### src/rtl/alu_multicycle.sv
// alu_multicycle
//   Execute-stage ALU behind a valid/ready handshake. Logic, add/sub,
//   compare and branch codes finish in one cycle; shifts run on an
//   iterative shifter moving SHIFT_STEP bits per cycle.
//
// Ports
//   clk        rising-edge clock
//   reset      synchronous, active-high
//   in_valid   Operation/SrcA/SrcB are valid
//   in_ready   unit can accept a new operation (IDLE only)
//   Operation  4-bit operation code from the ALU controller
//   SrcA       operand A (rs1)
//   SrcB       operand B (rs2/immediate); shifts use SrcB[4:0]
//   out_valid  ALUResult is valid (DONE only)
//   out_ready  consumer accepts the result
//   ALUResult  result; compare/branch codes return the condition in bit 0
module alu_multicycle #(
  parameter int DATA_WIDTH = 32,
  parameter int SHIFT_STEP = 1
) (
  input  logic                  clk,
  input  logic                  reset,
  input  logic                  in_valid,
  output logic                  in_ready,
  input  logic [3:0]            Operation,
  input  logic [DATA_WIDTH-1:0] SrcA,
  input  logic [DATA_WIDTH-1:0] SrcB,
  output logic                  out_valid,
  input  logic                  out_ready,
  output logic [DATA_WIDTH-1:0] ALUResult
);

  localparam logic [1:0] IDLE  = 2'd0;
  localparam logic [1:0] SHIFT = 2'd1;
  localparam logic [1:0] DONE  = 2'd2;

  localparam logic [4:0] STEP = 5'(SHIFT_STEP);

  logic [1:0]            state_reg, state_next;
  logic [3:0]            op_reg, op_next;
  logic [DATA_WIDTH-1:0] shreg_reg, shreg_next;
  logic [4:0]            rem_reg, rem_next;
  logic [DATA_WIDTH-1:0] result_reg, result_next;

  logic [DATA_WIDTH-1:0] fast_result;
  logic [DATA_WIDTH-1:0] shifted;
  logic [4:0]            step;
  logic                  lt_signed;
  logic                  is_shift;

  assign lt_signed = $signed(SrcA) < $signed(SrcB);
  assign is_shift  = (Operation == 4'b0100) || (Operation == 4'b0101) ||
                     (Operation == 4'b0111);

  // Single-cycle result. Shift codes only land here when shamt == 0,
  // in which case the operand passes through unchanged.
  always_comb begin
    fast_result = '0;
    case (Operation)
      4'b0000: fast_result = SrcA & SrcB;
      4'b0001: fast_result = SrcA | SrcB;
      4'b0010: fast_result = SrcA + SrcB;
      4'b0011: fast_result = SrcA ^ SrcB;
      4'b0100: fast_result = SrcA;
      4'b0101: fast_result = SrcA;
      4'b0110: fast_result = SrcA - SrcB;
      4'b0111: fast_result = SrcA;
      4'b1000: fast_result = {{(DATA_WIDTH-1){1'b0}}, SrcA == SrcB};
      4'b1001: fast_result = {{(DATA_WIDTH-1){1'b0}}, SrcA != SrcB};
      4'b1010: fast_result = {{(DATA_WIDTH-1){1'b0}}, ~lt_signed};
      4'b1011: fast_result = {{(DATA_WIDTH-1){1'b0}}, lt_signed};
      4'b1100: fast_result = {{(DATA_WIDTH-1){1'b0}}, lt_signed};
      4'b1101: fast_result = SrcA + SrcB;
      4'b1110: fast_result = {{(DATA_WIDTH-1){1'b0}}, lt_signed};
      default: fast_result = '0;  // 1111 is illegal and returns zero
    endcase
  end

  // Last partial step clamps to whatever amount is left.
  assign step = (rem_reg < STEP) ? rem_reg : STEP;

  always_comb begin
    case (op_reg)
      4'b0100: shifted = shreg_reg << step;
      4'b0101: shifted = shreg_reg >> step;
      default: shifted = DATA_WIDTH'($signed(shreg_reg) >>> step);
    endcase
  end

  always_comb begin
    state_next  = state_reg;
    op_next     = op_reg;
    shreg_next  = shreg_reg;
    rem_next    = rem_reg;
    result_next = result_reg;
    case (state_reg)
      IDLE: begin
        if (in_valid) begin
          op_next = Operation;
          if (is_shift && (SrcB[4:0] != 5'd0)) begin
            shreg_next = SrcA;
            rem_next   = SrcB[4:0];
            state_next = SHIFT;
          end else begin
            result_next = fast_result;
            state_next  = DONE;
          end
        end
      end
      SHIFT: begin
        // Shift while bits remain; the cycle that finds nothing left
        // latches the shifter into the result register.
        if (rem_reg == 5'd0) begin
          result_next = shreg_reg;
          state_next  = DONE;
        end else begin
          shreg_next = shifted;
          rem_next   = rem_reg - step;
        end
      end
      DONE: begin
        if (out_ready) begin
          state_next = IDLE;
        end
      end
      default: state_next = IDLE;
    endcase
  end

  always_ff @(posedge clk) begin
    if (reset) begin
      state_reg  <= IDLE;
      op_reg     <= '0;
      shreg_reg  <= '0;
      rem_reg    <= '0;
      result_reg <= '0;
    end else begin
      state_reg  <= state_next;
      op_reg     <= op_next;
      shreg_reg  <= shreg_next;
      rem_reg    <= rem_next;
      result_reg <= result_next;
    end
  end

  // Ready is masked by reset so nothing looks acceptable while the unit
  // is being held in reset, even though the state already reads IDLE.
  assign in_ready  = (state_reg == IDLE) && !reset;
  assign out_valid = (state_reg == DONE);
  assign ALUResult = result_reg;

endmodule
### config.mk
export PLATFORM = sky130hd
export DESIGN_NAME = alu_multicycle
export DESIGN_NICKNAME = d
export VERILOG_FILES = /design/src/rtl/alu_multicycle.sv
export SDC_FILE = /design/constraint.sdc
export NUM_CORES = 1
export LEC_CHECK = 0
export CAP_MARGIN = 20
export CELL_PAD_IN_SITES_DETAIL_PLACEMENT = 1
export CELL_PAD_IN_SITES_GLOBAL_PLACEMENT = 2
export CORE_MARGIN = 4
export CORE_UTILIZATION = 31
export CTS_BUF_LIST = sky130_fd_sc_hd__clkbuf_4
export CTS_CLUSTER_DIAMETER = 80
export DETAILED_ROUTE_END_ITERATION = 8
export PLACE_DENSITY = 0.8
export REMOVE_ABC_BUFFERS = 1
export SYNTH_ARGS = -nofsm -noshare
export SYNTH_HDL_FRONTEND = slang
export SYNTH_SLANG_ARGS = --single-unit
### constraint.sdc
create_clock -name clk -period 3.29 [get_ports clk]
set_input_delay 0.658 -clock clk [delete_from_list [all_inputs] [get_ports clk]]
set_output_delay 0.658 -clock clk [all_outputs]
set_load 0.01 [all_outputs]
* Yosys cells after proc, flatten, opt, wreduce, memory -nomap -nowiden
Cells that the tools add are included.
** Storage, ports and cells
- Register bits after elaboration :: 75
- Bits in latches :: 0
- Bits in writable memories :: 0
- Memory bits (read-only) :: 0
- Output and inout port bits :: 34
- Word-level logic and storage cells :: 80
- Memories kept :: 0
** Operators by class
- Add/subtract/negate cells :: 3
- Multiply operators :: 0
- Div/mod/pow operators :: 0
- $lt $le $gt $ge :: 2
- Equality and inequality tests :: 26
- Shifts and indexed selects :: 3
- Muxes and demuxes :: 20
- Bitwise gates (word level) :: 4
- Reduce and logical (&&, ||, !) cells :: 17
** Operators by type and width (count)
- $pmux W32 S10 :: 1
- $mux W32 :: 6
- $pmux W32 S2 :: 3
- $add A32 B32 Y32 :: 1
- $and A32 B32 Y32 :: 1
- $eq A32 B32 Y1 :: 1
- $lt A32 B32 Y1 :: 1
- $ne A32 B32 Y1 :: 1
- $or A32 B32 Y32 :: 1
- $shl A32 B5 Y32 :: 1
- $shr A32 B5 Y32 :: 1
- $sshr A32 B5 Y32 :: 1
- $sub A32 B32 Y32 :: 1
- $xor A32 B32 Y32 :: 1
- $eq A4 B4 Y1 const B :: 7
- $eq A4 B3 Y1 const B :: 6
- $mux W5 :: 4
- $ne A2 B2 Y1 const B :: 5
- $pmux W5 S2 :: 1
- $eq A4 B2 Y1 const B :: 2
- $mux W2 :: 4
- $reduce_and A4 Y1 :: 2
- $pmux W2 S3 :: 1
- $reduce_or A3 Y1 :: 2
- other kinds (18) :: 20

* Longest topological paths before layout
- Word-level depth :: 7
- Mapped depth :: 12
- Gate-level depth less buffers :: 12

* Worst setup path after synthesis
Ideal clock, no wire load.
- Kind :: input to register
- From :: input port SrcA[0]
- To :: register result_reg[28], in the netlist ALUResult[28]
- Library setup time :: 0.120 ns
- Data arrival time :: 3.120 ns
- Data required time :: 3.170 ns
- Path slack :: 0.051 ns
- Cell stages on the path :: 12
- Buffers on the path :: 0
- Path through :: inv_1 > ha_1 > fa_1 > nor3_1 > o31ai_1 > nand3_1 > a22o_4 > a21oi_2 > o31a_1 > a2111oi_4 > nor2_1 > o31a_1
** Between the ends
- Word-level cells in the longest chain between the ends :: 5
- Elaborated cells on any way between the ends :: 6
- Those cells by class :: add/sub (2); mux (4)
** RTL lines
- start: declaration :: line 26 : input logic [DATA_WIDTH-1:0] SrcA,
- $add A32 B32 Y32 or $sub A32 B32 Y32 (tied branches) :: line 62, 73, 66
- $pmux W32 S10 (*) :: line 59 : case (Operation)
- $mux W32 (*) :: line 100 : if (is_shift && (SrcB[4:0] != 5'd0)) begin
- $mux W32 (*) :: line 98 : if (in_valid) begin
- $pmux W32 S2 (*) :: line 96 : case (state_reg)
- end signal: assignment :: line 142 : result_reg <= result_next;
- end: declaration :: line 43 : logic [DATA_WIDTH-1:0] result_reg, result_next;
Mark *: on every way between the ends. The rest lies on a longest branch, timed or not. The select of a mux whose other input is x is not followed.
A chain may end at the register's enable or synchronous reset.

* Worst setup path after layout
- From :: input port SrcA[6]
- To :: register result_reg[22], in the netlist ALUResult[22]
Same word-level chain as after synthesis.

==> summary.md <==
| Metric | Value |
|---|---|
| Final Cell Area | `0.01365 sq mm` |
| DIE AREA | `0.03282 sq mm` |
| Die height | `181.2 um` |
| Row count | `63` |
| Post-synth EDFFs | `0` |
| Crit Path Class | `input port to flip-flop` |
| Synth Area per Inst | `7.210 sq um` |
| Synth cell types | `85` |
| Final wirelength | `45.08 mm` |
| First-pass GRT wire length | `69.12 mm` |
| RSZ-0062 raised after global routing | `true` |
| Stages on worst setup path | `14` |
| Area growth, synth to finish | `46.86%` |
| GPL Wtd Cong | `0.9316` |
| F_max | `311.0 MHz` |
| Worst skew pair latency | `510 ps` |
| Final setup fails | `0` |
| Worst path max stage delay | `490 ps` |
| Crit-path max FO | `7` |
| Mapped Area | `0.009294 sq mm` |
| Async S/R FF share, synth | `0` |
| Worst path top cell family by delay | `compound AO/OA/AOI/OAI gates` |
| Worst path required time | `3690 ps` |
| CP max stage cell | `clkdlybuf4s50_1` |
| Most frequent cells in the layout | `311 x buf_4, 138 x a21oi_1, 112 x inv_1, 112 x nand2_1, 91 x clkdlybuf4s50_1` |
| Initial Util | `0.3136` |
| Clk buf depth | `2` |
| Cts bufs inserted | `9` |
| Commonest non-fill, non-tap cell in the layout | `buf_4` |
| Period Utilization, post-route | `0.9775` |
| CTS tree | `yes` |
| Maximum vdd drop | `0.1717 mV` |
| Seq/Total Area, Yosys | `0.1616` |
| Worst EP arrival | `3620 ps` |
| H-tree depth | `3` |
| Wire per inst | `22.25 um` |
| Layout cells sized above 1 | `0.2832` |
| Critical Path, Cell by Cell | `clkdlybuf4s50_1, inv_1, ha_4, buf_4, nor4_4, o31ai_4, a311oi_2, nor2_1, a221oi_2, buf_4, a221oi_2, xnor2_1, a21oi_1, o41ai_1` |
| Worst Setup SP | `SrcA[6]` |
| Synthesis-stage register bit count | `75` |
| Width of the die | `181.2 um` |
| Met2 usage | `0.4478` |
| Clock slew at reported path FFs | `160 ps` |
| Vias | `11630` |
| Placed cell area | `0.01284 sq mm` |
| Clk root buf | `clkbuf_4` |
| Vias in the first global route | `12215` |
| Reg area | `0.001501 sq mm` |
| Clk sinks | `75` |
| Drt via density | `5.740` |
| Largest net degree at the start of global routing | `50` |
| Mapped Cells | `1289` |
| Buf+Inv Stages, Crit Path | `4` |
| # Max-Cap Violations | `0` |
| Setup Skew | `29.66 ps` |
| Minimum clock period after layout | `3216 ps` |
| Hold path depth | `2` |
| Result of the run | `complete, no violations` |
| Congestion Overflow GR | `0` |
| Final nets | `1801` |
| Slew Limit Fails | `0` |
| Core area | `0.02964 sq mm` |
| CTS Hold Buffers Added | `0` |
| Worst hold path type | `flip-flop to flip-flop` |
| TritonRoute pass-1 iters | `6` |
| Filler cells | `3682` |
| Met3 Use GR | `0.03181` |
| Crit path launch type | `input port` |
| Yosys warning count | `0` |
| Final hold vios | `0` |
| Multi-input gate area | `0.007428 sq mm` |
| Rel. slew slack | `0.4597` |
| DP Wirelength | `33.96 mm` |
| Leakage | `5.915 nW` |
| Worst r2r src | `rem_reg[1]` |
| DRC Markers | `0` |
| FF-to-FF path depth | `9` |
| HP Start | `rem_reg[3]` |
| Initial antenna violation count | `2` |
| Main synth FF type | `dfxtp_1` |
| Top Ports | `106` |
| GRT Total Usage | `0.2604` |
| Met1 Use GR | `0.3473` |
| Routed Antenna Nets | `0` |
| Pwr/cell area | `284.6 mW/mm^2` |
| First DRT Iteration DRCs | `772` |
| Global-route layer with the greatest usage | `met2` |
| Tightest Pin Transition | `808.7 ps` |
| Final core utilization | `0.4605` |
| Hold slack | `508.9 ps` |
| IO buf count | `105` |
| Crit path capture type | `flip-flop` |
==> report_power, final <==
part | switching, mW | internal (mW) | total [mW]
Sequential | 0.0586 | 0.972 | 1.03
Combinational | 1.11 | 0.966 | 2.07
Clock | 0.468 | 0.312 | 0.781
Total | 1.63 | 2.25 | 3.88
==> final cells by class <==
cell class,instances,area share
diodes,1,0.0001833
clock buffers,9,0.004950
clock inverters,7,0.007333
inverters,122,0.03355
multi-input cells,994,0.5442
flip-flops and latches,75,0.1100
well taps,390,0.03575
repair buffers,428,0.2640
==> final timing paths <==
path	slack, ps	to
max	70	ALUResult[22]
min reg2reg	510	rem_reg[3]
max reg2reg	510	ALUResult[23]
min	510	rem_reg[3]
==> worst min-delay path: cells and delay by family, from the launching register on <==
kind	cells	cell delay, ps
flip-flops	1	360
AO/OA/AOI/OAI	1	60
AND/OR/NAND/NOR	1	70
==> cells by family (layout without fill, tap and decap cells) <==
| logic type | after synthesis | in the layout | share of synthesized area |
|---|---|---|---|
| AND/OR/NAND/NOR | 358 | 358 | 0.1839 |
| adder cells (fa/ha/maj) | 99 | 99 | 0.1349 |
| flip-flops | 75 | 75 | 0.1616 |
| other | 0 | 1 | 0 |
| AO/OA/AOI/OAI | 455 | 455 | 0.3390 |
| XOR/XNOR | 18 | 18 | 0.01696 |
| multiplexers | 64 | 64 | 0.07297 |
| buffers and inverters | 220 | 566 | 0.09074 |
==> stage by stage <==
step | cells | worst slack (ps) | setup TNS, ps | total power, mW
after floorplan | 1191 | -1372 | -56440 | 1.928
after global placement | 1989 | -833.5 | -15420 | 2.912
after detailed placement | 1989 | -882.0 | -17470 | 2.953
after CTS | 2008 | -48.63 | -92.29 | 3.775
after global routing | 2026 | -33.03 | -76.25 | 4.097
final | 2026 | 74.09 | 0 | 3.884
==> routing by layer <==
layer	up-vias	routed length (um)
li1	5433	-
met1	5787	20150
met2	351	21720
met3	57	2345
met4	2	846
met5	-	13
==> synthesized netlist by cell type, drive strengths merged (23+ instances only) <==
master / n / share of area
a221oi: 26 / 0.026
o21ai: 67 / 0.036
ha: 97 / 0.13
o221ai: 34 / 0.032
nand2: 113 / 0.046
clkbuf: 75 / 0.030
mux2: 30 / 0.036
mux2i: 34 / 0.037
nand3: 23 / 0.012
a211oi: 26 / 0.021
buf: 23 / 0.011
nor2: 94 / 0.038
a21oi: 142 / 0.077
nor3: 41 / 0.024
dfxtp: 75 / 0.16
inv: 122 / 0.049
==> repair_timing <==
action                     CTS  global route
setup endpoints to repair   20            26
resized for setup           25            80
setup buffers                3            17
pin swaps                    7            36
(Power assumes the default switching activity.)
